===== config.mk =====
export PLATFORM = sky130hd
export DESIGN_NAME = tl_ul_fragmenter_gen_flat
export DESIGN_NICKNAME = d
export VERILOG_FILES = /design/src/rtl/tl_ul_fragmenter_gen_if.sv /design/src/rtl/tl_ul_fragmenter_gen.sv /design/src/flat_wrapper.sv
export SDC_FILE = /design/constraint.sdc
export NUM_CORES = 1
export LEC_CHECK = 0
export BUFFER_PORTS_ARGS = -buffer_cell sky130_fd_sc_hd__buf_2
export CAP_MARGIN = 10
export CORE_MARGIN = 2
export CORE_UTILIZATION = 45
export CTS_BUF_LIST = sky130_fd_sc_hd__clkbuf_2 sky130_fd_sc_hd__clkbuf_4 sky130_fd_sc_hd__clkbuf_8
export CTS_CLUSTER_DIAMETER = 30
export DETAILED_ROUTE_END_ITERATION = 12
export PLACE_DENSITY_LB_ADDON = 0.3
export SLEW_MARGIN = 30
export SYNTH_ARGS = -nofsm -noshare
export SYNTH_HDL_FRONTEND = slang
export SYNTH_SLANG_ARGS = --single-unit
export TNS_END_PERCENT = 100

===== constraint.sdc =====
create_clock -name clock -period 6.56 [get_ports clock]
set_input_delay 0.984 -clock clock [delete_from_list [all_inputs] [get_ports clock]]
set_output_delay 0.984 -clock clock [all_outputs]
set_load 0.005 [all_outputs]

===== src/rtl/tl_ul_fragmenter_gen_if.sv =====
// TileLink-UL channel A/D bundle for the fragmenter's inbound and outbound ports.
// master drives A and consumes D; slave accepts A and returns D.
interface tl_ul_fragmenter_gen_if #(
    parameter int BEAT_BYTES = 4,
    parameter int ADDR_W     = 17,
    parameter int SRC_W      = 5,
    parameter int SIZE_W     = 3
);
    logic                    a_valid;
    logic                    a_ready;
    logic [2:0]              a_opcode;
    logic [SIZE_W-1:0]       a_size;
    logic [SRC_W-1:0]        a_source;
    logic [ADDR_W-1:0]       a_address;
    logic [BEAT_BYTES-1:0]   a_mask;
    logic [8*BEAT_BYTES-1:0] a_data;

    logic                    d_valid;
    logic                    d_ready;
    logic [2:0]              d_opcode;
    logic [SIZE_W-1:0]       d_size;
    logic [SRC_W-1:0]        d_source;
    logic                    d_denied;
    logic [8*BEAT_BYTES-1:0] d_data;

    modport master (
        output a_valid, a_opcode, a_size, a_source, a_address, a_mask, a_data, d_ready,
        input  a_ready, d_valid, d_opcode, d_size, d_source, d_denied, d_data
    );

    modport slave (
        input  a_valid, a_opcode, a_size, a_source, a_address, a_mask, a_data, d_ready,
        output a_ready, d_valid, d_opcode, d_size, d_source, d_denied, d_data
    );
endinterface


===== src/rtl/tl_ul_fragmenter_gen.sv =====
// TileLink-UL fragmenter: splits multi-beat Get/Put into single-beat requests and folds the
// D responses back. Optional macro TL_FRAG_DENY_MERGE_EN merges denied over dropped Put acks.
module tl_ul_fragmenter_gen #(
    parameter int BEAT_BYTES = 4,
    parameter int ADDR_W     = 17,
    parameter int SRC_W      = 5,
    parameter int SIZE_W     = 3,
    parameter int MAX_LG     = 5
) (
    input  logic                   clock,
    input  logic                   reset,
    tl_ul_fragmenter_gen_if.slave  in_bus,
    tl_ul_fragmenter_gen_if.master out_bus
);
    localparam int LG_BEAT = $clog2(BEAT_BYTES);
    localparam int FRAG_W  = (MAX_LG - LG_BEAT > 1) ? (MAX_LG - LG_BEAT) : 1;
    localparam int OSIZE_W = (LG_BEAT > 3) ? 3 : 2;

    localparam logic [2:0] OP_GET = 3'd4;
    localparam logic [2:0] OP_ACK = 3'd0;

    localparam logic [FRAG_W-1:0] FRAG_ONE = 1;
    localparam logic [FRAG_W:0]   BEAT_ONE = 1;

    typedef enum logic {IDLE, GET_BURST} state_t;

    // Beats in a message minus one; also the first "remaining" value.
    function automatic logic [FRAG_W-1:0] beats_m1(input logic [SIZE_W-1:0] size);
        logic [FRAG_W:0] n;
        logic [FRAG_W:0] nm;
        if (int'(size) > LG_BEAT) n = BEAT_ONE << (int'(size) - LG_BEAT);
        else                      n = BEAT_ONE;
        nm = n - BEAT_ONE;
        return nm[FRAG_W-1:0];
    endfunction

    state_t             state_q;
    logic [FRAG_W-1:0]  rem_q;
    logic [FRAG_W-1:0]  last_q;
    logic [ADDR_W-1:0]  base_q;
    logic [SRC_W-1:0]   src_q;
    logic               put_first_q;
    logic [FRAG_W-1:0]  put_rem_q;

    logic [FRAG_W-1:0]  in_n_m1;
    logic               in_is_get;
    logic               in_is_get_burst;
    logic [FRAG_W-1:0]  a_rem;
    logic [FRAG_W-1:0]  a_last;
    logic [ADDR_W-1:0]  a_base;
    logic [SRC_W-1:0]   a_src;
    logic               a_fire;
    logic               first_fire;

    assign in_n_m1         = beats_m1(in_bus.a_size);
    assign in_is_get       = (in_bus.a_opcode == OP_GET);
    assign in_is_get_burst = in_is_get && (in_n_m1 != '0);

    // NOTE: every signal written here gets a default first so no path leaves it unassigned,
    // which would otherwise infer a latch.
    always_comb begin
        out_bus.a_valid  = in_bus.a_valid;
        out_bus.a_opcode = in_bus.a_opcode;
        out_bus.a_mask   = in_bus.a_mask;
        out_bus.a_data   = in_bus.a_data;
        out_bus.a_size   = (int'(in_bus.a_size) > LG_BEAT) ? OSIZE_W'(LG_BEAT)
                                                           : OSIZE_W'(in_bus.a_size);
        in_bus.a_ready   = out_bus.a_ready;
        a_base           = in_bus.a_address;
        a_src            = in_bus.a_source;
        a_last           = in_n_m1;
        a_rem            = put_first_q ? in_n_m1 : put_rem_q;

        if (state_q == GET_BURST) begin
            out_bus.a_valid  = 1'b1;
            out_bus.a_opcode = OP_GET;
            out_bus.a_mask   = '1;
            out_bus.a_data   = '0;
            out_bus.a_size   = OSIZE_W'(LG_BEAT);
            a_base           = base_q;
            a_src            = src_q;
            a_last           = last_q;
            a_rem            = rem_q;
            in_bus.a_ready   = (rem_q == '0) ? out_bus.a_ready : 1'b0;
        end else if (in_is_get) begin
            a_rem          = in_n_m1;
            in_bus.a_ready = in_is_get_burst ? 1'b0 : out_bus.a_ready;
        end

        if (!reset) begin
            out_bus.a_valid = 1'b0;
            in_bus.a_ready  = 1'b0;
        end
    end

    assign out_bus.a_source  = {a_src, a_rem};
    assign out_bus.a_address = a_base + (ADDR_W'(a_last - a_rem) << LG_BEAT);

    assign a_fire     = out_bus.a_valid && out_bus.a_ready;
    assign first_fire = a_fire && (state_q == IDLE) && (in_is_get || put_first_q);

    // NOTE: state registers use non-blocking assignments so every flop samples pre-edge values.
    always_ff @(posedge clock) begin
        if (!reset) begin
            state_q     <= IDLE;
            rem_q       <= '0;
            last_q      <= '0;
            base_q      <= '0;
            src_q       <= '0;
            put_first_q <= 1'b1;
            put_rem_q   <= '0;
        end else if (a_fire) begin
            unique case (state_q)
                IDLE: begin
                    if (in_is_get_burst) begin
                        state_q <= GET_BURST;
                        rem_q   <= in_n_m1 - FRAG_ONE;
                        last_q  <= in_n_m1;
                        base_q  <= in_bus.a_address;
                        src_q   <= in_bus.a_source;
                    end else if (!in_is_get) begin
                        put_first_q <= (a_rem == '0);
                        put_rem_q   <= a_rem - FRAG_ONE;
                    end
                end
                GET_BURST: begin
                    if (rem_q == '0) state_q <= IDLE;
                    else             rem_q   <= rem_q - FRAG_ONE;
                end
            endcase
        end
    end

    // NOTE: the size table has no reset; an entry is always written by the first fragment
    // of a message before any response to that message can read it.
    logic [SIZE_W-1:0] size_tab [2**SRC_W];

    always_ff @(posedge clock) begin
        if (first_fire) size_tab[in_bus.a_source] <= in_bus.a_size;
    end

    logic [SRC_W-1:0]  d_src;
    logic [FRAG_W-1:0] d_rem;
    logic              d_drop;

    assign d_src  = out_bus.d_source[SRC_W+FRAG_W-1 -: SRC_W];
    assign d_rem  = out_bus.d_source[FRAG_W-1:0];
    // Only the last ack of a fragmented Put reaches the master; earlier ones are absorbed.
    assign d_drop = (out_bus.d_opcode == OP_ACK) && (d_rem != '0);

    assign in_bus.d_valid   = reset && out_bus.d_valid && !d_drop;
    assign out_bus.d_ready  = d_drop || in_bus.d_ready;
    assign in_bus.d_opcode  = out_bus.d_opcode;
    assign in_bus.d_size    = size_tab[d_src];
    assign in_bus.d_source  = d_src;
    assign in_bus.d_data    = out_bus.d_data;

`ifdef TL_FRAG_DENY_MERGE_EN
    logic [2**SRC_W-1:0] deny_q;

    always_ff @(posedge clock) begin
        if (!reset) begin
            deny_q <= '0;
        end else if (out_bus.d_valid && d_drop) begin
            deny_q[d_src] <= deny_q[d_src] | out_bus.d_denied;
        end else if (in_bus.d_valid && in_bus.d_ready && (out_bus.d_opcode == OP_ACK)) begin
            deny_q[d_src] <= 1'b0;
        end
    end

    assign in_bus.d_denied = out_bus.d_denied | ((out_bus.d_opcode == OP_ACK) && deny_q[d_src]);
`else
    assign in_bus.d_denied = out_bus.d_denied;
`endif
endmodule


===== src/flat_wrapper.sv =====
// flat-port wrapper written by rule: the top's interface ports become plain ports
module tl_ul_fragmenter_gen_flat 
#(
    parameter int BEAT_BYTES = 4,
    parameter int ADDR_W     = 17,
    parameter int SRC_W      = 5,
    parameter int SIZE_W     = 3,
    parameter int MAX_LG     = 5
)
  (clock, reset, in_bus_a_valid, in_bus_a_opcode, in_bus_a_size, in_bus_a_source, in_bus_a_address, in_bus_a_mask, in_bus_a_data, in_bus_d_ready, in_bus_a_ready, in_bus_d_valid, in_bus_d_opcode, in_bus_d_size, in_bus_d_source, in_bus_d_denied, in_bus_d_data, out_bus_a_valid, out_bus_a_opcode, out_bus_a_size, out_bus_a_source, out_bus_a_address, out_bus_a_mask, out_bus_a_data, out_bus_d_ready, out_bus_a_ready, out_bus_d_valid, out_bus_d_opcode, out_bus_d_size, out_bus_d_source, out_bus_d_denied, out_bus_d_data);
  tl_ul_fragmenter_gen_if #(.BEAT_BYTES(BEAT_BYTES), .ADDR_W(ADDR_W), .SRC_W(SRC_W), .SIZE_W(SIZE_W)) in_bus_i ();
  tl_ul_fragmenter_gen_if #(.BEAT_BYTES(BEAT_BYTES), .ADDR_W(ADDR_W), .SRC_W(SRC_W), .SIZE_W(SIZE_W)) out_bus_i ();
  input  logic clock;
  input  logic reset;
  input wire logic [$bits(in_bus_i.a_valid)-1:0] in_bus_a_valid;
  input wire logic [$bits(in_bus_i.a_opcode)-1:0] in_bus_a_opcode;
  input wire logic [$bits(in_bus_i.a_size)-1:0] in_bus_a_size;
  input wire logic [$bits(in_bus_i.a_source)-1:0] in_bus_a_source;
  input wire logic [$bits(in_bus_i.a_address)-1:0] in_bus_a_address;
  input wire logic [$bits(in_bus_i.a_mask)-1:0] in_bus_a_mask;
  input wire logic [$bits(in_bus_i.a_data)-1:0] in_bus_a_data;
  input wire logic [$bits(in_bus_i.d_ready)-1:0] in_bus_d_ready;
  output wire logic [$bits(in_bus_i.a_ready)-1:0] in_bus_a_ready;
  output wire logic [$bits(in_bus_i.d_valid)-1:0] in_bus_d_valid;
  output wire logic [$bits(in_bus_i.d_opcode)-1:0] in_bus_d_opcode;
  output wire logic [$bits(in_bus_i.d_size)-1:0] in_bus_d_size;
  output wire logic [$bits(in_bus_i.d_source)-1:0] in_bus_d_source;
  output wire logic [$bits(in_bus_i.d_denied)-1:0] in_bus_d_denied;
  output wire logic [$bits(in_bus_i.d_data)-1:0] in_bus_d_data;
  output wire logic [$bits(out_bus_i.a_valid)-1:0] out_bus_a_valid;
  output wire logic [$bits(out_bus_i.a_opcode)-1:0] out_bus_a_opcode;
  output wire logic [$bits(out_bus_i.a_size)-1:0] out_bus_a_size;
  output wire logic [$bits(out_bus_i.a_source)-1:0] out_bus_a_source;
  output wire logic [$bits(out_bus_i.a_address)-1:0] out_bus_a_address;
  output wire logic [$bits(out_bus_i.a_mask)-1:0] out_bus_a_mask;
  output wire logic [$bits(out_bus_i.a_data)-1:0] out_bus_a_data;
  output wire logic [$bits(out_bus_i.d_ready)-1:0] out_bus_d_ready;
  input wire logic [$bits(out_bus_i.a_ready)-1:0] out_bus_a_ready;
  input wire logic [$bits(out_bus_i.d_valid)-1:0] out_bus_d_valid;
  input wire logic [$bits(out_bus_i.d_opcode)-1:0] out_bus_d_opcode;
  input wire logic [$bits(out_bus_i.d_size)-1:0] out_bus_d_size;
  input wire logic [$bits(out_bus_i.d_source)-1:0] out_bus_d_source;
  input wire logic [$bits(out_bus_i.d_denied)-1:0] out_bus_d_denied;
  input wire logic [$bits(out_bus_i.d_data)-1:0] out_bus_d_data;
  assign in_bus_i.a_valid = in_bus_a_valid;
  assign in_bus_i.a_opcode = in_bus_a_opcode;
  assign in_bus_i.a_size = in_bus_a_size;
  assign in_bus_i.a_source = in_bus_a_source;
  assign in_bus_i.a_address = in_bus_a_address;
  assign in_bus_i.a_mask = in_bus_a_mask;
  assign in_bus_i.a_data = in_bus_a_data;
  assign in_bus_i.d_ready = in_bus_d_ready;
  assign in_bus_a_ready = in_bus_i.a_ready;
  assign in_bus_d_valid = in_bus_i.d_valid;
  assign in_bus_d_opcode = in_bus_i.d_opcode;
  assign in_bus_d_size = in_bus_i.d_size;
  assign in_bus_d_source = in_bus_i.d_source;
  assign in_bus_d_denied = in_bus_i.d_denied;
  assign in_bus_d_data = in_bus_i.d_data;
  assign out_bus_a_valid = out_bus_i.a_valid;
  assign out_bus_a_opcode = out_bus_i.a_opcode;
  assign out_bus_a_size = out_bus_i.a_size;
  assign out_bus_a_source = out_bus_i.a_source;
  assign out_bus_a_address = out_bus_i.a_address;
  assign out_bus_a_mask = out_bus_i.a_mask;
  assign out_bus_a_data = out_bus_i.a_data;
  assign out_bus_d_ready = out_bus_i.d_ready;
  assign out_bus_i.a_ready = out_bus_a_ready;
  assign out_bus_i.d_valid = out_bus_d_valid;
  assign out_bus_i.d_opcode = out_bus_d_opcode;
  assign out_bus_i.d_size = out_bus_d_size;
  assign out_bus_i.d_source = out_bus_d_source;
  assign out_bus_i.d_denied = out_bus_d_denied;
  assign out_bus_i.d_data = out_bus_d_data;
  tl_ul_fragmenter_gen #(.BEAT_BYTES(BEAT_BYTES), .ADDR_W(ADDR_W), .SRC_W(SRC_W), .SIZE_W(SIZE_W), .MAX_LG(MAX_LG)) u_core (.clock(clock), .reset(reset), .in_bus(in_bus_i), .out_bus(out_bus_i));
endmodule

==> results.txt <==
Reg-to-Reg Start: u_core.state_q
Gr usage total: 19.3%
Commonest non-fill, non-tap cell in the layout: buf_2
Clock Skew: 7.84 ps
HPWL Detailed: 6800 um
YS warnings: 0
Cell row count: 32
Final setup TNS: 0 ps
Initial Util: 46.5%
Setup violations, final: 0
CTS Buf Count: 5
Via/cell ratio: 5.04
Reg-to-reg slack, setup: 3860 ps
Fin. Hold Viols: 0
Iter 0 DRT Violations: 103
Yosys cell types: 56
Post-cts resize count: 0
Port bufs: 153
Mapped cell area: 3600 sq um
Max Clk Rate: 163 MHz
LEAKAGE: 1.97 nW
Initial antenna violation count: 0
Antenna Diode Count: 0
Worst-Skew Late Latency: 300 ps
Post-synthesis cell count: 422
Power Dens Cells: 213 nW/um^2
Hold path cells: 2
Worst Path Max Fanout: 8
Worst VDD drop: 157 uV
Total of max-cap violations: 0
Post-synth EDFFs: 12
CTS tree: done
Largest net degree at the start of global routing: 58
Post-DRT Antenna Nets: 0
Most frequent cells in the layout: buf_2, nand2_1, nor2b_1
Hold slack final: 466 ps
Ys async rst share: 0%
WS Path Type: in2out
Die Y: 93.4 um
Post-CTS Setup Inserts: 0
Startpoint Class: primary input
Seq/Total Area, Yosys: 26.7%
Die footprint: 8720 sq um
Number of global-route vias before repair: 2926
Max Slew Vio Count: 0
Longest Clk Path Bufs: 2
Hold Crit Endpoint: u_core.base_q[0]
Worst R2R Path Depth: 5
Primary FF master, synth: dfxtp_1
Post-Syn Area per Cell: 8.52 sq um
RSZ-0062 raised after global routing: no
Worst hold path class: reg2reg
Crit path DAT: 5150 ps
Rel. slew slack: 40.9%
Period Utilization, post-route: 93.6%
Root buf cell: clkbuf_8
Die W: 93.4 um
Final Critical Period: 6140 ps
Hold wc startpoint: u_core.base_q[0]
Status: finished clean
CTS Sinks: 42
Critical Path End Type: output pin
Critical path data required time: 5580 ps
Drc violations: 0
Layout cells sized above 1: 37.1%
Actual slew at the worst max-slew pin: 887 ps
Number of synthesized register bits: 42
Area Growth Syn to Fin: 17.3%
GPL Wtd Cong: 0.784
CTS H-tree lvls: 2
Vias: 3175
Worst-path clk slew: 80 ps
First-pass GRT wire length: 13600 um
WL/cell: 13.8 um
# hold bufs at CTS: 0
Final wirelength: 8720 um
First drt pass iteration count: 4
Area of the core: 7730 sq um
Reg-to-reg endpoint: u_core.base_q[11]
Io pins: 226
Layout Nets: 666
Grt ovf: 0
[power by group]
group | total, mW | internal [mW] | switching (mW)
clock | 0.173 | 0.0793 | 0.0932
combinational | 0.454 | 0.221 | 0.233
sequential | 0.271 | 0.269 | 0.00209
total | 0.898 | 0.569 | 0.328
[cells in the mapped netlist, types with 2 or more instances]
| cell type | count | area [sq um] |
|---|---|---|
| a31oi_1 | 2 | 12.5 |
| buf_4 | 44 | 330 |
| o211a_1 | 3 | 30.0 |
| nor2_1 | 16 | 60.1 |
| nor2b_1 | 39 | 244 |
| or2_2 | 5 | 31.3 |
| a21oi_1 | 16 | 80.1 |
| nand2b_1 | 8 | 50.1 |
| mux2i_1 | 5 | 50.1 |
| inv_1 | 19 | 71.3 |
| a21o_1 | 8 | 60.1 |
| o21ai_0 | 10 | 50.1 |
| xnor2_1 | 11 | 96.3 |
| mux4_2 | 3 | 67.6 |
| nand4b_1 | 2 | 17.5 |
| o21a_1 | 6 | 45.0 |
| xor2_1 | 7 | 61.3 |
| mux2_2 | 18 | 203 |
| edfxtp_1 | 12 | 360 |
| ha_1 | 23 | 288 |
| a211o_1 | 2 | 17.5 |
| a21boi_0 | 23 | 173 |
| nand3_1 | 5 | 25.0 |
| nor3_1 | 3 | 15.0 |
| clkbuf_1 | 13 | 48.8 |
| dfxtp_1 | 30 | 601 |
| nand4_1 | 2 | 12.5 |
| fa_1 | 2 | 40.0 |
| nand2_1 | 57 | 214 |
| buf_1 | 2 | 7.51 |
[metrics by stage]
step | utilization (%) | cell area, sq um | setup slack [ps] | instances | total power, mW
CTS | 54.6 | 4220 | 435 | 630 | 0.906
detailed placement | 53.4 | 4130 | 471 | 622 | 0.731
global placement | 53.4 | 4130 | 506 | 622 | 0.724
floorplan | - | 3600 | 1020 | 424 | 0.590
global route | 54.6 | 4220 | 130 | 630 | 0.970
finish | 54.6 | 4220 | 423 | 630 | 0.898
[critical path: stages]
cell and delay, ps:
buf_2 170, inv_1 80, ha_1 320, nand2b_1 150, a31oi_1 220, inv_1 70
ha_1 330, mux2i_1 130, o21a_1 200, inv_1 100, fa_1 430, xor2_1 180
xnor2_1 160, ha_1 350, a21oi_1 100, o21ai_0 260, nand2_1 130, a311o_1 300
o21ai_0 220, xnor2_1 140, buf_2 130
[logic make-up after synthesis]
logic type / count (synthesis) / share of synthesized area (%)
mux: 26 / 8.91
compound gates: 83 / 16.4
simple gates: 148 / 21.4
other cells: 1 / 0.104
buf+inv: 78 / 12.7
fa+ha+maj: 26 / 9.43
flops: 42 / 26.7
xor+xnor: 18 / 4.38
[state kept, by name, summed over array words and instances (netlist names)]
name,flops
u_core.rem_q,3
u_core.size_tab,12
u_core.state_q,1
u_core.src_q,2
u_core.put_first_q,1
u_core.last_q,3
u_core.base_q,17
u_core.put_rem_q,3
[final cells by class]
type / instances / area (sq um)
repair buffers: 155 / 781
clock buffers: 6 / 76.3
multi-input cells: 304 / 2180
flip-flops and latches: 42 / 962
well taps: 102 / 128
clock inverters: 2 / 13.8
fillers: 757 / 3510
inverters: 19 / 71.3
[how the worst max path moves through the flow]
stage	start	end	slack, ps	cells after the start
after floorplan	in_bus_a_size[1]	out_bus_a_address[16]	1020	18
after global placement	in_bus_a_size[1]	out_bus_a_address[16]	510	21
after detailed placement	in_bus_a_size[1]	out_bus_a_address[16]	470	21
after CTS	in_bus_a_size[1]	out_bus_a_address[16]	430	21
after global routing	in_bus_a_size[1]	out_bus_a_address[16]	130	21
final	in_bus_a_size[1]	out_bus_a_address[16]	420	21
[per-layer routing]
layer	global-route usage, %	up-vias	share of wire, %
met5	0	-	0
met4	4.78	0	1.7
met2	33.2	98	50
met1	24.4	1454	43
li1	-	1606	-
met3	4.43	17	5.6
Note: power is estimated with default switching activity, not from simulation.
